### src/rtl/dac_sample_scheduler_pkg.sv
// Shared types for the DAC sample scheduler: sample word, scheduler states, mid-scale constant.
package dac_pkg;

    localparam int SAMPLE_W = 16;

    typedef logic signed [SAMPLE_W-1:0] sample_t;

    typedef enum logic [1:0] {
        IDLE  = 2'd0,
        PRIME = 2'd1,
        RUN   = 2'd2,
        FLUSH = 2'd3
    } sched_state_t;

    localparam sample_t MIDSCALE = '0;

endpackage

### src/rtl/dac_sample_scheduler_fifo.sv
// Synchronous first-word-fall-through FIFO; clear has priority over push and pop.
module sample_fifo #(
    parameter int DEPTH = 8,
    parameter int WIDTH = 16
) (
    input  logic                     i_clk,
    input  logic                     i_rst_n,
    input  logic                     i_push,
    input  logic                     i_pop,
    input  logic                     i_clear,
    input  logic [WIDTH-1:0]         i_din,
    output logic [WIDTH-1:0]         o_dout,
    output logic [$clog2(DEPTH):0]   o_level
);

    localparam int AW = $clog2(DEPTH);
    localparam int LW = AW + 1;

    logic [WIDTH-1:0] r_mem [DEPTH];
    logic [AW-1:0]    r_wr_ptr;
    logic [AW-1:0]    r_rd_ptr;
    logic [LW-1:0]    r_level;

    // Storage carries no reset; only pointers and level define validity.
    always_ff @(posedge i_clk) begin
        if (i_push && !i_clear) begin
            r_mem[r_wr_ptr] <= i_din;
        end
    end

    always_ff @(posedge i_clk or negedge i_rst_n) begin
        if (!i_rst_n) begin
            r_wr_ptr <= '0;
            r_rd_ptr <= '0;
            r_level  <= '0;
        end else if (i_clear) begin
            r_wr_ptr <= '0;
            r_rd_ptr <= '0;
            r_level  <= '0;
        end else begin
            if (i_push) begin
                r_wr_ptr <= r_wr_ptr + AW'(1);
            end
            if (i_pop) begin
                r_rd_ptr <= r_rd_ptr + AW'(1);
            end
            case ({i_push, i_pop})
                2'b10:   r_level <= r_level + LW'(1);
                2'b01:   r_level <= r_level - LW'(1);
                default: r_level <= r_level;
            endcase
        end
    end

    assign o_dout  = r_mem[r_rd_ptr];
    assign o_level = r_level;

endmodule

### src/rtl/dac_sample_scheduler.sv
// Buffers upstream samples and releases one per enabled sample-rate strobe into the CIC/DAC chain.
// Handshake: a sample transfers on any clock edge where s_valid && s_ready; s_ready depends only on registered state/level.
module dac_sample_scheduler
    import dac_pkg::*;
#(
    parameter int BITLEN        = 16,
    parameter int FIFO_DEPTH    = 8,
    parameter int PRIME_LEVEL   = 4,
    parameter int UNDERRUN_HOLD = 0,
    parameter int CNT_W         = 16
) (
    input  logic                          clk,
    input  logic                          rst,
    input  logic                          ena,
    input  logic                          tick,
    input  logic                          start,
    input  logic                          stop,
    input  logic signed [BITLEN-1:0]      s_data,
    input  logic                          s_valid,
    output logic                          s_ready,
    output logic signed [BITLEN-1:0]      out_sample,
    output logic                          out_valid,
    output logic                          busy,
    output logic [$clog2(FIFO_DEPTH):0]   fifo_level,
    output logic [CNT_W-1:0]              underrun_cnt,
    output sched_state_t                  dbg_state
);

    localparam int LW = $clog2(FIFO_DEPTH) + 1;
    localparam logic [LW-1:0] PRIME_LVL = LW'(PRIME_LEVEL);
    localparam logic [LW-1:0] FULL_LVL  = LW'(FIFO_DEPTH);

    sched_state_t            r_state;
    logic signed [BITLEN-1:0] r_out_sample;
    logic                    r_out_valid;
    logic [CNT_W-1:0]        r_underrun_cnt;

    logic                    w_stb;
    logic                    w_active;
    logic                    w_stop;
    logic                    w_push;
    logic                    w_pop;
    logic                    w_underrun;
    logic [LW-1:0]           w_level;
    logic [BITLEN-1:0]       w_head;

    assign w_stb    = tick && ena;
    assign w_active = (r_state == PRIME) || (r_state == RUN);
    assign w_stop   = stop && w_active;
    assign s_ready  = w_active && (w_level < FULL_LVL);
    assign w_push   = s_valid && s_ready;

    // stop outranks the strobe, so a pop is only considered when no stop is pending.
    assign w_pop = w_active && !stop && w_stb &&
                   (((r_state == PRIME) && (w_level >= PRIME_LVL)) ||
                    ((r_state == RUN) && (w_level != '0)));
    assign w_underrun = (r_state == RUN) && !stop && w_stb && (w_level == '0);

    sample_fifo #(
        .DEPTH (FIFO_DEPTH),
        .WIDTH (BITLEN)
    ) u_fifo (
        .i_clk   (clk),
        .i_rst_n (rst),
        .i_push  (w_push),
        .i_pop   (w_pop),
        .i_clear (w_stop),
        .i_din   (s_data),
        .o_dout  (w_head),
        .o_level (w_level)
    );

    always_ff @(posedge clk or negedge rst) begin
        if (!rst) begin
            r_state        <= IDLE;
            r_out_sample   <= '0;
            r_out_valid    <= 1'b0;
            r_underrun_cnt <= '0;
        end else begin
            r_out_valid <= 1'b0;
            case (r_state)
                IDLE: begin
                    if (start) begin
                        r_state <= PRIME;
                    end
                end
                PRIME, RUN: begin
                    if (w_stop) begin
                        r_state      <= FLUSH;
                        r_out_sample <= BITLEN'(MIDSCALE);
                        r_out_valid  <= 1'b1;
                    end else if (w_pop) begin
                        r_state      <= RUN;
                        r_out_sample <= w_head;
                        r_out_valid  <= 1'b1;
                    end else if (w_underrun) begin
                        r_state     <= PRIME;
                        r_out_valid <= 1'b1;
                        if (UNDERRUN_HOLD == 0) begin
                            r_out_sample <= BITLEN'(MIDSCALE);
                        end
                        if (r_underrun_cnt != '1) begin
                            r_underrun_cnt <= r_underrun_cnt + CNT_W'(1);
                        end
                    end
                end
                FLUSH: begin
                    r_state <= IDLE;
                end
                default: begin
                    r_state <= IDLE;
                end
            endcase
        end
    end

    assign out_sample   = r_out_sample;
    assign out_valid    = r_out_valid;
    assign busy         = (r_state != IDLE);
    assign fifo_level   = w_level;
    assign underrun_cnt = r_underrun_cnt;
    assign dbg_state    = r_state;

endmodule

### config.mk
export PLATFORM = sky130hd
export DESIGN_NAME = dac_sample_scheduler
export DESIGN_NICKNAME = d
export VERILOG_FILES = /design/src/rtl/dac_sample_scheduler_pkg.sv /design/src/rtl/dac_sample_scheduler_fifo.sv /design/src/rtl/dac_sample_scheduler.sv
export SDC_FILE = /design/constraint.sdc
export NUM_CORES = 1
export LEC_CHECK = 0
export ABC_AREA = 1
export ABC_CLOCK_PERIOD_IN_PS = 6700
export CORE_AREA = 2 2 119 121
export DETAILED_ROUTE_END_ITERATION = 8
export DIE_AREA = 0 0 121 123
export PLACE_DENSITY = 0.75
export SLEW_MARGIN = 10
export SYNTH_ARGS = -nofsm -noshare
export SYNTH_HDL_FRONTEND = slang
export SYNTH_SLANG_ARGS = --single-unit
### constraint.sdc
create_clock -name clk -period 6.7 [get_ports clk]
set_input_delay 1.34 -clock clk [delete_from_list [all_inputs] [get_ports clk]]
set_output_delay 1.34 -clock clk [all_outputs]
set_load 0.01 [all_outputs]
# [Yosys cells after proc, flatten, opt, wreduce, memory -nomap -nowiden]
# Memories as Yosys holds them, arrays and structs flattened.
# Index checks and enable logic that the tools add are counted.
[word_totals] regBits=45 ramBits=128 in_bits=23 out_inout_bits=41 wordCells=74 memories=1
[classes] add_sub_neg=5 magnitude_cmp=2 n_eq_ne=8 n_mux=20 bitwise=2 reduce_logical=29
[memory_table] name="u_fifo.r_mem" depth=8 word_bits=16 rd=1 rd_ports_with_merged_regs=0 write_ports=1 line_no="dac_sample_scheduler_fifo.sv:19" source="logic [WIDTH-1:0] r_mem [DEPTH];"
[op_table] operator="16-bit two-way mux" count=3
[op_table] operator="16-bit by 1-bit adder with 16-bit output (second input constant)" count=1
[op_table] operator="16-bit inequality test (second input constant)" count=1
[op_table] operator="1-bit logical AND" count=13
[op_table] operator="3-bit two-way mux" count=4
[op_table] operator="2-bit two-way mux" count=4
[op_table] operator="4-bit case mux with 2 select lines" count=1
[op_table] operator="3-bit by 1-bit adder with 3-bit output (second input constant)" count=2
[op_table] operator="2-bit == test (second input constant)" count=3
[op_table] operator="1-bit two-way mux" count=6
[op_table] operator="2-bit case mux with 3 select lines" count=1
[op_table] operator="2-bit nonzero test" count=3
[op_table] operator="3-bit nonzero test" count=2
[op_table] operator="5-bit AND reduction" count=1
[op_table] operator="4-bit by 1-bit adder with 4-bit output (second input constant)" count=1
[op_table] operator="2-bit by 1-bit == test with 1-bit output (second input constant)" count=2
[op_table] operator="4-bit by 3-bit >= comparator with 1-bit output (second input constant)" count=1
[op_table] operator="4-bit zero test" count=1
[op_table] operator="4-bit < comparator (second input constant)" count=1
[op_table] operator="4-bit two-way mux" count=1
[op_table] operator="4-bit by 2-bit inequality test with 1-bit output (second input constant)" count=1
[op_table] operator="2-bit AND reduction" count=2
[op_table] operator="4-bit nonzero test" count=1
[op_table] operator="4-bit by 1-bit subtractor with 4-bit output (second input constant)" count=1
[op_table] operator="6 further kinds" count=9

# [Longest topological paths before layout]
[depth] word_depth=8 mapped_depth=14

# [Hierarchy]
# From an unflattened synthesis, not the netlist that was laid out.
[hier_totals] cells_unflattened=726 area_unflattened_um2=7579.8
[modules_own_cells] module="sample_fifo" n_inst=1 cells_per_inst=484 area_each_um2=5670.4 seq_area_each_um2=4093.9
[modules_own_cells] module="dac_sample_scheduler" n_inst=1 cells_per_inst=242 area_each_um2=1909.3 seq_area_each_um2=875.8

# [Least setup slack after synthesis]
# Ideal clock, no wire load.
[synth_timing] kind="input to register" startpoint="in s_valid" endpoint="mem u_fifo.r_mem[0][0], enable pin" setup_time_ps=409 arrival_time_ps=2830 slack_ps=3461 stages=4 path_buffers=0 path_cell_list="nand2_1 > nor2_2 > nand2_1 > nor3_1"
[synth_via] elab_chain_cells=4
[synth_rtl] item="from (decl)" line_no="dac_sample_scheduler.sv:19" source="input logic s_valid,"
[synth_rtl] item="1-bit logical AND" line_no="dac_sample_scheduler.sv:51" source="assign w_push = s_valid && s_ready;"
[synth_rtl] item="1-bit logical AND" line_no="dac_sample_scheduler_fifo.sv:26" source="if (i_push && !i_clear) begin"
[synth_rtl] item="1-bit two-way mux" line_no="dac_sample_scheduler_fifo.sv:26"
[synth_rtl] item="1-bit two-way mux (implied by the code)" line_no="dac_sample_scheduler_fifo.sv:27" source="r_mem[r_wr_ptr] <= i_din;"
[synth_rtl] item="to (decl)" line_no="dac_sample_scheduler_fifo.sv:19"
# Every way passes these cells.

# [Worst setup path in the final report]
[layout_timing] startpoint="in stop" endpoint="reg u_fifo.r_level[3], in the netlist u_fifo.o_level[3]"
[layout_via] elab_chain_cells=7 word_cells_on_any_way=10
[layout_rtl] item="from (decl)" line_no="dac_sample_scheduler.sv:17" source="input logic stop,"
[layout_rtl] item="1-bit zero test" line_no="dac_sample_scheduler.sv:54" source="assign w_pop = w_active && !stop && w_stb &&"
[layout_rtl] item="1-bit logical AND (3 in series)" line_no="dac_sample_scheduler.sv:54"
[layout_rtl] item="2-bit by 1-bit == test with 1-bit output or 2-bit == test (tied branches)" line_no="dac_sample_scheduler_fifo.sv:47" source="case ({i_push, i_pop})"
[layout_rtl] item="4-bit case mux with 2 select lines" line_no="dac_sample_scheduler_fifo.sv:47"
[layout_rtl] item="4-bit two-way mux" line_no="dac_sample_scheduler_fifo.sv:36" source="end else if (i_clear) begin"
[layout_rtl] item="to (signal assigned)" line_no="dac_sample_scheduler_fifo.sv:48" source="2'b10: r_level <= r_level + LW'(1);"
[layout_rtl] item="to (signal assigned)" line_no="dac_sample_scheduler_fifo.sv:49" source="2'b01: r_level <= r_level - LW'(1);"
[layout_rtl] item="to (signal assigned)" line_no="dac_sample_scheduler_fifo.sv:50" source="default: r_level <= r_level;"
[layout_rtl] item="to (decl)" line_no="dac_sample_scheduler_fifo.sv:22" source="logic [LW-1:0] r_level;"
# Several ways; a longest one is shown, not always the timed one.
# A chain may end at the register's enable or synchronous reset.

==> out/qor.yml <==
clock-sinks: 173
relSlewSlack: 0.278
syn_nets: 718
hold_ws_ns: 0.517
ctsHoldBuffers: 0
area.growth.synth_to_final_pct: 18.4
grt_pass1_vias: 5266
post_drt_wl_per_cell_um: 17.2
yosysSeqAreaShare: 0.672
synth_edf_count: 128
tightest_slew_ns: 1.08
ys_types: 28
syn_inst: 684
root_buffer: "clkbuf_16"
diodes: 0
portBuffers: 63
pwr_density_cell_nw_per_um2: 302
cts_setup_buffers: 0
setup_tns_ns: 0
crit_type: "in -> reg"
die_h_um: 123
cellLeakagePower_nw: 3.46
die_w_um: 121
crit_arrival_ns: 4.03
rsz0062_at_grt: "no"
p_sw_frac: 0.264
startpoint_type: "primary input"
placement_rows: 43
timing.fmax_ghz: 0.268
cts_tree: "done"
worstPathMaxFanout: 15
place_area_um2: 8200
clockBufferDepth: 2
htree_num_levels: 4
cap_violations: 0
power_frac_clock: 0.355
clkTransAtPathRegs_ns: 0.06
start_util: 0.544
regArea_um2: 4970
synth_top_area_frac: 0.519
critPathRequiredTime_ns: 7.00
grt_first_pass_wirelength_um: 26000
p_sw_uw: 699
worstHoldStart: "out_sample[4]"
dp.cells: 908
holdCritPathClass: "reg -> reg"
period_share: 0.557
final_area_um2: 8760
synth.largest_area_cell: "edfxtp_1"
crit_chain: "clkdlybuf4s50_1 > inv_1 > nand2_1 > nor2_1 > nand3_2 > clkinv_1 > ha_1 > ha_1 > nand3_1 > nand2_1 > inv_1 > a21oi_1 > o21ai_0"
nets: 781
drt_iter0_markers: 461
async_reset_ff_frac: 0.260
vias: 5243
cts_buffers: 17
via_per_inst: 5.58
multi_input_area_um2: 2200
place.gp.congestion: 0.859
crit_path_end_kind: "flop"
crit_start: "stop"
p_seq_frac: 0.479
ant_nets: 0
core_area_um2: 13600
avgSynthCellArea_um2: 10.8
die_area_um2: 14900
fin_crit_ns: 3.73
grt_max_degree: 67
r2r_start: "dbg_state[0]"
postLayoutCoreUtil: 0.644
ys_warn_count: 0
peakVddDrop_v: 0.000183
hold_violations: 0
overflow: 0
setup_viol: 0
clkLatencyLatePin_ns: 0.43
grt_usage: 0.231
postCtsResizedCells: 0
synth_area_leaders: "edfxtp_1 (52%), dfrtp_1 (15%), nand2_1 (8.3%)"
netlist_area_um2: 7400
status: "completed"
fin_cells: 940
hpwl_um: 9880
io_pins: 64
totalWireLength_um: 16100
crit_path_top_delay_cell: "clkdlybuf4s50_1"
power_frac_comb: 0.165
power.internal_mw: 1.95
synthFlopType: "edfxtp_1"
cp_slowest_stage_delay_ns: 0.56
report.final.slew_viol_count: 0
drt-pass1-iter-count: 5
drc: 0
ys_ff_latch: 173
fillers: 1036
drive_gt1_frac: 0.0763
antenna_found_initial: 0
skew_ns: 0.00752
-- per-layer routing --
| layer | vias up | track usage | routed length [um] |
|---|---|---|---|
| met5 | - | 0 | 0 |
| met4 | 0 | 0.131 | 434 |
| met3 | 37 | 0.0466 | 1010 |
| met2 | 198 | 0.374 | 7910 |
| met1 | 2555 | 0.294 | 6770 |
| li1 | 2453 | - | - |
-- layout by cell type (no fill, tap or decap), types with 3 or more instances in the layout --
master and n:
xnor2_1 10, inv_2 5, ha_1 11, o21ai_0 70, nand3_1 57, nand2_2 3
dfrtp_1 45, o211ai_1 10, nor2_2 4, clkbuf_1 7, buf_4 10, nand2_1 163
edfxtp_1 128, nor2_1 91, a21oi_1 14, clkdlybuf4s50_1 62, xor2_1 8, inv_1 20
clkbuf_16 17, o21ai_1 4
-- cell usage after synthesis (all sizes together) (3+ instances only) --
library cell	n
buf	16
clkbuf	13
dfrtp	45
xnor2	10
nand3	59
nor2	97
a21oi	14
o211ai	10
xor2	8
inv	25
nand2	167
o21ai	74
ha	11
nor3	3
edfxtp	128
-- cell families (layout without fill, tap and decap cells) --
family	after synthesis	in the layout	synth area share
simple gates	328	328	0.186
fa+ha+maj	11	11	0.0186
xor+xnor	18	18	0.0213
flops	173	173	0.672
compound gates	99	99	0.0708
buf+inv	55	131	0.0318
-- cell type report --
type	instances	area share
Multi-Input combinational cell	456	0.252
Timing Repair Buffer	73	0.0800
Clock buffer	26	0.0547
Inverter	26	0.0111
Clock inverter	6	0.00971
Tap cell	180	0.0257
Sequential cell	173	0.567
-- state kept, by name, indices dropped and copies added, names as in the netlist --
| signal | flops |
|---|---|
| dbg_state | 2 |
| out_sample | 16 |
| out_valid | 1 |
| u_fifo.o_level | 4 |
| u_fifo.r_mem | 128 |
| u_fifo.r_rd_ptr | 3 |
| u_fifo.r_wr_ptr | 3 |
| underrun_cnt | 16 |
-- final timing paths --
kind,to,slack (ns),cells past startpoint
setup / recovery,u_fifo.o_level[3],2.97,13
hold / removal,out_sample[4],0.52,2
min in group asynchronous,u_fifo.o_level[3],1.07,1
max in group asynchronous,out_sample[7],5.01,1
setup reg to reg,u_fifo.o_level[3],3.51,13
hold reg to reg,out_sample[4],0.52,2
-- critical path, delay by kind of cell --
family                     cells  cell delay (ns)
adders and majority gates      2             0.72
AOI/OAI and AO/OA              2             0.32
and+or+nand+nor                5             0.61
buffers and inverters          4             1.07
-- stage by stage --
| step | total power [mW] | worst slack (ns) |
|---|---|---|
| final | 2.65 | 2.97 |
| after global routing | 2.76 | 2.72 |
| after CTS | 2.66 | 3.00 |
| after detailed placement | 1.73 | 2.56 |
| after global placement | 1.70 | 2.86 |
| after floorplan | 1.55 | 3.46 |
-- power groups by stage --
stage               logic, mW  clock network (mW)  registers [mW]
finish                  0.437               0.942            1.27
global route            0.493               0.995            1.27
CTS                     0.441               0.951            1.27
detailed placement      0.438                   0            1.29
global placement        0.420                   0            1.28
floorplan               0.257                   0            1.29
Power figures use the tool's default switching activity.
